File: src/rtl/tile_coord_buffer_pkg.sv
// Shared widths, the buffered tile-coordinate entry type and the almost-full threshold helper.
// Widths follow the divider: quotient = tile row, remainder = tile column.
`ifndef max_num_Wt
`define max_num_Wt 4
`endif
`ifndef max_num_Ht
`define max_num_Ht 4
`endif
`ifndef max_num_K
`define max_num_K 16
`endif

package tile_coord_buffer_pkg;

    localparam int QW = $clog2(`max_num_Wt * `max_num_Ht);
    localparam int RW = $clog2(`max_num_Wt) + 1;
    localparam int KW = $clog2(`max_num_K) + 1;

    typedef struct packed {
        logic [QW-1:0] row;
        logic [RW-1:0] col;
        logic [KW-1:0] k;
        logic          last;
        logic          err;
    } tile_coord_t;

    // A margin at or above the depth would give a threshold of zero or less, which would assert
    // almost_full on an empty buffer; one entry is the lowest useful threshold.
    function automatic int af_threshold(input int depth, input int margin);
        return ((depth - margin) < 1) ? 1 : (depth - margin);
    endfunction

endpackage

File: src/rtl/tile_coord_buffer_fifo_mem.sv
// Generic DEPTH x W storage with wrapping pointers and an occupancy count; full/empty come from the count.
// Head data is read combinationally (fall-through); the parent only issues legal wr_en_i/rd_en_i.
module coord_fifo_mem #(
    parameter int W     = 8,
    parameter int DEPTH = 8
) (
    input  logic                     clk,
    input  logic                     rst,
    input  logic                     wr_en_i,
    input  logic [W-1:0]             wr_dat_i,
    input  logic                     rd_en_i,
    output logic [W-1:0]             rd_dat_o,
    output logic [$clog2(DEPTH):0]   count_o,
    output logic                     full_o,
    output logic                     empty_o
);

    localparam int AW = $clog2(DEPTH);
    localparam int CW = AW + 1;

    logic [W-1:0]  mem_q [DEPTH];
    logic [AW-1:0] wr_ptr_q, wr_ptr_d;
    logic [AW-1:0] rd_ptr_q, rd_ptr_d;
    logic [CW-1:0] count_q, count_d;

    always_comb begin
        wr_ptr_d = wr_ptr_q;
        rd_ptr_d = rd_ptr_q;
        count_d  = count_q;
        if (wr_en_i) begin
            wr_ptr_d = wr_ptr_q + AW'(1);
        end
        if (rd_en_i) begin
            rd_ptr_d = rd_ptr_q + AW'(1);
        end
        case ({wr_en_i, rd_en_i})
            2'b10:   count_d = count_q + CW'(1);
            2'b01:   count_d = count_q - CW'(1);
            default: count_d = count_q;
        endcase
    end

    always_ff @(posedge clk or negedge rst) begin
        if (!rst) begin
            wr_ptr_q <= '0;
            rd_ptr_q <= '0;
            count_q  <= '0;
        end else begin
            wr_ptr_q <= wr_ptr_d;
            rd_ptr_q <= rd_ptr_d;
            count_q  <= count_d;
        end
    end

    // Storage is deliberately left out of reset; the count alone decides what is valid.
    always_ff @(posedge clk) begin
        if (wr_en_i) begin
            mem_q[wr_ptr_q] <= wr_dat_i;
        end
    end

    assign rd_dat_o = mem_q[rd_ptr_q];
    assign count_o  = count_q;
    assign full_o   = (count_q == CW'(DEPTH));
    assign empty_o  = (count_q == '0);

endmodule

File: src/rtl/tile_coord_buffer.sv
// Elastic FWFT buffer behind the tile-index divider: range-checks and tags each result, 1-cycle write-to-out_valid.
// The divider cannot stall, so writes while full and not reading are dropped (sticky overflow); almost_full throttles issue early.
module tile_coord_buffer
    import tile_coord_buffer_pkg::*;
#(
    parameter int DEPTH     = 8,
    parameter int AF_MARGIN = QW + 1
) (
    input  logic                   clk,
    input  logic                   rst,
    input  logic                   res_rdy,
    input  logic [QW-1:0]          quotient,
    input  logic [RW-1:0]          remainder,
    input  logic [KW-1:0]          k_in,
    input  logic [RW-1:0]          num_Wt,
    input  logic [QW-1:0]          num_Ht,
    output logic                   out_valid,
    input  logic                   out_ready,
    output logic [QW-1:0]          out_row,
    output logic [RW-1:0]          out_col,
    output logic [KW-1:0]          out_k,
    output logic                   out_last,
    output logic                   out_err,
    output logic                   almost_full,
    output logic                   overflow,
    output logic                   range_err,
    output logic [$clog2(DEPTH):0] count
);

    localparam int CW    = $clog2(DEPTH) + 1;
    localparam int AF_TH = af_threshold(DEPTH, AF_MARGIN);

    tile_coord_t   wr_ent;
    tile_coord_t   head;
    logic          last_c, err_c;
    logic          wr_en, rd_en, drop;
    logic          fifo_full, fifo_empty;
    logic [CW-1:0] fifo_count, count_nxt;

    logic          af_q, af_d;
    logic          overflow_q, overflow_d;
    logic          range_err_q, range_err_d;

    // With a zero dimension every coordinate fails the range check, and last must not fire via num-1 wrapping.
    always_comb begin
        err_c  = (remainder >= num_Wt) || (quotient >= num_Ht);
        last_c = (num_Wt != '0) && (num_Ht != '0)
              && (quotient == (num_Ht - QW'(1)))
              && (remainder == (num_Wt - RW'(1)));
        wr_ent = '{row: quotient, col: remainder, k: k_in, last: last_c, err: err_c};
    end

    assign rd_en = !fifo_empty && out_ready;
    assign wr_en = res_rdy && (!fifo_full || rd_en);
    assign drop  = res_rdy && !wr_en;

    coord_fifo_mem #(
        .W     ($bits(tile_coord_t)),
        .DEPTH (DEPTH)
    ) u_mem (
        .clk      (clk),
        .rst      (rst),
        .wr_en_i  (wr_en),
        .wr_dat_i (wr_ent),
        .rd_en_i  (rd_en),
        .rd_dat_o (head),
        .count_o  (fifo_count),
        .full_o   (fifo_full),
        .empty_o  (fifo_empty)
    );

    always_comb begin
        count_nxt = fifo_count;
        case ({wr_en, rd_en})
            2'b10:   count_nxt = fifo_count + CW'(1);
            2'b01:   count_nxt = fifo_count - CW'(1);
            default: count_nxt = fifo_count;
        endcase
        af_d        = (count_nxt >= CW'(AF_TH));
        overflow_d  = overflow_q | drop;
        range_err_d = range_err_q | (wr_en & err_c);
    end

    always_ff @(posedge clk or negedge rst) begin
        if (!rst) begin
            af_q        <= 1'b0;
            overflow_q  <= 1'b0;
            range_err_q <= 1'b0;
        end else begin
            af_q        <= af_d;
            overflow_q  <= overflow_d;
            range_err_q <= range_err_d;
        end
    end

    // Head fields are masked while empty so unreset storage never shows on the outputs.
    assign out_valid   = !fifo_empty;
    assign out_row     = out_valid ? head.row  : '0;
    assign out_col     = out_valid ? head.col  : '0;
    assign out_k       = out_valid ? head.k    : '0;
    assign out_last    = out_valid ? head.last : 1'b0;
    assign out_err     = out_valid ? head.err  : 1'b0;
    assign almost_full = af_q;
    assign overflow    = overflow_q;
    assign range_err   = range_err_q;
    assign count       = fifo_count;

endmodule
File: config.mk
export PLATFORM = sky130hd
export DESIGN_NAME = tile_coord_buffer
export DESIGN_NICKNAME = d
export VERILOG_FILES = /design/src/rtl/tile_coord_buffer_pkg.sv /design/src/rtl/tile_coord_buffer_fifo_mem.sv /design/src/rtl/tile_coord_buffer.sv
export SDC_FILE = /design/constraint.sdc
export NUM_CORES = 1
export LEC_CHECK = 0
export BUFFER_PORTS_ARGS = -buffer_cell sky130_fd_sc_hd__buf_2
export CORE_MARGIN = 2
export CORE_UTILIZATION = 64
export DETAILED_ROUTE_END_ITERATION = 6
export HOLD_SLACK_MARGIN = 0.05
export PLACE_DENSITY = 0.85
export SETUP_SLACK_MARGIN = 0.02
export SLEW_MARGIN = 25
export SYNTH_ARGS = -nofsm -noshare
export SYNTH_HDL_FRONTEND = slang
export SYNTH_SLANG_ARGS = --single-unit
File: constraint.sdc
create_clock -name clk -period 7.4 [get_ports clk]
set_clock_uncertainty 0.2 [all_clocks]
set_input_delay 0.37 -clock clk [delete_from_list [all_inputs] [get_ports clk]]
set_output_delay 0.37 -clock clk [all_outputs]
set_load 0.05 [all_outputs]
# Yosys cells after proc, flatten, opt, wreduce, memory -nomap -nowiden
# Memories as Yosys holds them, arrays and structs flattened.
# Cells that the tools add are included.
# totals
regBits	13
mem_bits_rw	112
input_bits	23
output_inout_bits	22
mem_count	1
# memory_table
memory	depth	word_bits	rd	rd_clocked_by_memory_dff	write_ports	line_no	rtl
u_mem.mem_q	8	14	1	0	1	tile_coord_buffer_fifo_mem.sv:21	logic [W-1:0] mem_q [DEPTH];
# op_classes
add_sub_neg	6
n_lt_le_gt_ge	3
n_eq_ne	5
n_mux	8
bitwise_logic	3
reduce_logical	14
# op_table
cell	n
$pmux W4 S2	1
$sub A4 B1 Y4 const B	2
$add A3 B1 Y3 const B	2
$logic_and A1 B1 Y1	6
$mux W5	1
$add A4 B1 Y4 const B	1
$eq A4 B4 Y1	1
$eq A4 B4 Y1 const B	1
$ge A4 B2 Y1 const B	1
$ge A4 B4 Y1	1
$logic_not A4 Y1	1
$mux W1	4
$mux W4	1
$reduce_bool A4 Y1	1
$eq A3 B3 Y1	1
$ge A3 B3 Y1	1
$logic_not A1 Y1	3
$mux W3	1
$reduce_bool A3 Y1	1
$sub A3 B1 Y3 const B	1
$eq A2 B1 Y1 const B	1
$eq A2 B2 Y1 const B	1
$logic_or A1 B1 Y1	2
$or A1 B1 Y1	2
$and A1 B1 Y1	1

# Longest topological paths before layout
# depth
word_depth	8
depth_mapped	9
ltp_nobuf	8

# By module
# Synthesis repeated with hierarchy kept, for this count alone.
# hier_totals
hier_cells	302
hier_area_um2	5434.0
# by_module_without_submodules
module	instances	cells_each	area_each_um2	seq_area_each_um2
coord_fifo_mem	1	217	4779.6	3613.5
tile_coord_buffer	1	85	654.4	75.1

# Worst setup path after synthesis
# No wires, ideal clock.
# synth_timing
kind	reg2reg
from	register u_mem.count_q[0], in the netlist u_mem.count_o[0]
to	memory u_mem.mem_q[0][0] in the netlist's numbering (enable)
setup_time_ps	421
t_arrival_ps	2654
required_time_ps	6779
setup_slack_ps	4125
path_stages_with_launch	6
synth_period_minus_slack_ps	3275
path_cell_list	dfrtp_1 > buf_6 > nor3_2 > nand2_1 > o21ai_2 > nor4_1
# synth_via
elab_chain_len	7
# synth_rtl
item	line_no	rtl
start, declared	tile_coord_buffer_fifo_mem.sv:24	logic [CW-1:0] count_q, count_d;
start signal, assigned	tile_coord_buffer_fifo_mem.sv:51	count_q <= count_d;
$logic_not A4 Y1	tile_coord_buffer_fifo_mem.sv:65	assign empty_o = (count_q == '0);
$logic_not A1 Y1	tile_coord_buffer.sv:53	assign rd_en = !fifo_empty && out_ready;
$logic_and A1 B1 Y1	tile_coord_buffer.sv:53	
$logic_or A1 B1 Y1 *	tile_coord_buffer.sv:54	assign wr_en = res_rdy && (!fifo_full || rd_en);
$logic_and A1 B1 Y1 *	tile_coord_buffer.sv:54	
$mux W1 *	tile_coord_buffer_fifo_mem.sv:57	if (wr_en_i) begin
$mux W1 (implied by the code) *	tile_coord_buffer_fifo_mem.sv:58	mem_q[wr_ptr_q] <= wr_dat_i;
end, declared	tile_coord_buffer_fifo_mem.sv:21	
# Every way passes the cells marked *; elsewhere a longest branch is shown, timed or not.

# Worst setup path in the final report
# layout_timing
from	register u_mem.rd_ptr_q[1]
to	output port out_err
# layout_via
elab_chain_len	2
# layout_rtl
item	line_no	rtl
start, declared	tile_coord_buffer_fifo_mem.sv:23	logic [AW-1:0] rd_ptr_q, rd_ptr_d;
start signal, assigned	tile_coord_buffer_fifo_mem.sv:50	rd_ptr_q <= rd_ptr_d;
$mem_v2 Z8 W14	n/a	
$mux W1	tile_coord_buffer.sv:102	assign out_err = out_valid ? head.err : 1'b0;
end, declared	tile_coord_buffer.sv:23	output logic out_err,
# Every way passes these cells.

==> flow_summary.ini <==
[sta]
setup_viol = 0
rsz0062_at_grt = no
final.period_utilization_pct = 42.8
relSlewSlack_pct = 34.1
hold_viol_final = 0
period_minus_slack_ns = 3.17
fmax_ghz = 0.316
tns_ns = 0
worst_pin_slew_ns = 0.989
slew_violations = 0

[finish]
multi_input_area_um2 = 1570
layout.area.seq_um2 = 3690
nets = 412
instances_no_fill = 492
finalInstanceArea_um2 = 6490
fillerInstances = 389
diodes = 0
area_growth_pct = 21.7
drive_above_1_share_pct = 33.3

[global_route]
gr-total-overflow = 0
antenna_found_initial = 0
grt_use_total_pct = 28.9
grt_pass1_wl_mm = 17.6
grt_pass1_vias = 3137
grt_max_degree = 31

[placement]
routabilityCongestion = 0.697
dpl_cell_area_um2 = 5740
portBuffers = 44
hpwlAfterDp_mm = 6.23
dp_cells = 445

[setup_path]
slowest_delay_ns = 0.75
path_delay_family = flip-flops
crit_slowest_cell = dfrtp_1
cp-end-kind = output pin
required_ns = 6.83
cp-start-kind = flip-flop
path_cells = buf_4 -> mux4_2 -> mux2i_1 -> nor2_1 -> buf_2
crit_buf_inv = 2
critical_path_peak_fanout = 18
crit_type = reg2out
cp.arrival_ns = 2.60

[clock_tree]
ctsHtreeMaxLevel = 4
cts_sinks = 125
cts_setup_buffers = 0
clkTransAtPathRegs_ns = 0.06
max-clock-path-buffers = 2
postCtsResizedCells = 0
clk_latency_ns = 0.52
cts_tree = done
root_buffer = clkbuf_8
numCtsBuffers = 17

[synth]
syn_nets = 333
syn_avg_cell_area_um2 = 18.1
synthDistinctLibCells = 45
synthCells = 295
synthTopCellsByCount = 112 x edfxtp_1, 28 x mux4_2, 20 x nor2_1, 14 x ha_1, 14 x mux2i_1
synth-seq-cells = 125
yosysMostFrequentCell = edfxtp_1
ys_dominant_reg_cell = edfxtp_1
yosys-top-cells-area = edfxtp_1 63%, mux4_2 12%, dfrtp_1 6.1%, ha_1 3.3%, mux2i_1 2.6%
yosys.area.top_type = edfxtp_1
yosys_warnings = 0
seq_area_frac_synth_pct = 69.1
synth_edf_count = 112
synthesis.area_um2 = 5340
synthArstFlopShare_pct = 10.4
yosysTopAreaCellShare_pct = 63.0

[floorplanning]
io_pins = 45
die_w_um = 95.3
core_area_um2 = 8130
fp.dieArea_um2 = 9080
start_util_pct = 65.6
num_rows = 33
die_h_um = 95.3

[routing]
drt-wirelength-per-cell_um = 23.8
antenna_left = 0
first_iter_violations = 267
drt_pass1_iterations = 6
vias = 3080
drc = 0
routed_via_density = 6.26
drt_wl_total_mm = 11.7

[power_and_ir_drop]
p_seq_share_pct = 36.5
swShare_pct = 38.7
vdd_ir_drop_max_mv = 0.204
pwr_density_cell_nw_per_um2 = 450
power.share.combinational_pct = 34.9
p_clk_share_pct = 28.6
p_int_uw = 1790
p_switching_uw = 1130
p_leak_uw = 0.00240

[hold_path]
min-delay-path-class = in2async

[outcome]
outcome = completed

[flow_run]
cap_violations = 0
==> registers in the layout (all words and copies together), names as in the netlist <==
name            cells
almost_full         1
overflow            1
range_err           1
u_mem.count_o       4
u_mem.mem_q       112
u_mem.rd_ptr_q      3
u_mem.wr_ptr_q      3
==> power by group through the flow <==
stage / clock network (µW) / logic (µW) / registers, µW
after CTS: 836 / 1020 / 1070
after global placement: 0 / 954 / 1060
after detailed placement: 0 / 982 / 1070
after floorplan: 0 / 788 / 1020
final: 835 / 1020 / 1070
after global routing: 865 / 1070 / 1090
==> repair_timing <==
item                       CTS  global route
setup endpoints to repair    0             0
hold endpoints to repair   111             0
hold buffers                15             0
==> cell usage in the layout (no fill, tap or decap), types with 2 or more instances in the layout <==
master and n:
bufinv_16 3, clkinvlp_4 2, xnor2_1 8, dfrtp_1 12, mux2i_1 14, mux2_4 2, xor2_1 3, nor4_2 2
o21ai_0 3, nor2_1 20, nand2b_1 5, buf_2 44, inv_1 12, mux4_2 28, nand3_1 3, mux2_1 2
nand2_1 9, clkinv_4 2, clkbuf_16 16, clkinv_1 2, nor3_2 5, buf_4 11, ha_1 14, edfxtp_1 112
nor2b_1 2, inv_6 6, a21oi_1 5, nor3_1 4, dlygate4sd3_1 15
==> path summary, 6_finish.rpt <==
check / depth (start not counted) / slack [ns] / to / start
setup / recovery: 5 / 4.23 / out_err / u_mem.rd_ptr_q[1]
hold / removal: 2 / 0.11 / almost_full / rst
setup reg to reg: 8 / 4.51 / almost_full / u_mem.count_o[1]
hold reg to reg: 1 / 0.27 / overflow / overflow
max in group asynchronous: 2 / 6.61 / u_mem.rd_ptr_q[0] / rst
min in group clk: 3 / 0.20 / u_mem.mem_q[0][1] / num_Ht[2]
==> per-layer routing <==
metal / wire length [µm] / global-route usage [%]
met4: 326 / 13.3
met3: 923 / 8.85
met1: 4400 / 35.6
met5: 0 / 0
met2: 6080 / 47.4
==> cells by family (layout without fill, tap and decap cells) <==
logic type	Yosys count	in the layout	synth area share, %
compound gates	21	21	3.05
xor+xnor	11	11	1.81
fa+ha+maj	15	15	3.66
buf+inv	23	115	1.92
flops	125	125	69.1
mux	47	47	15.6
simple gates	53	53	4.81
==> area by class of cell <==
type	instances	share of cell area, %
tap	105	2.02
clock inverter	15	2.81
clock buffer	17	6.38
sequential	125	56.9
multi-input combinational	147	24.2
inverter	13	0.751
timing repair buffer	70	6.97
==> metrics by stage <==
step	hold WS [ns]	power, µW	utilization [%]	setup slack, ns
finish	0.106	2920	79.8	4.23
global route	0.120	3020	79.8	4.22
CTS	0.0679	2930	79.8	4.09
detailed placement	0.0860	2060	70.6	4.62
global placement	0.0696	2010	70.6	4.71
floorplan	-0.126	1810	-	4.12
No activity file was read; power rests on OpenSTA's default activity.
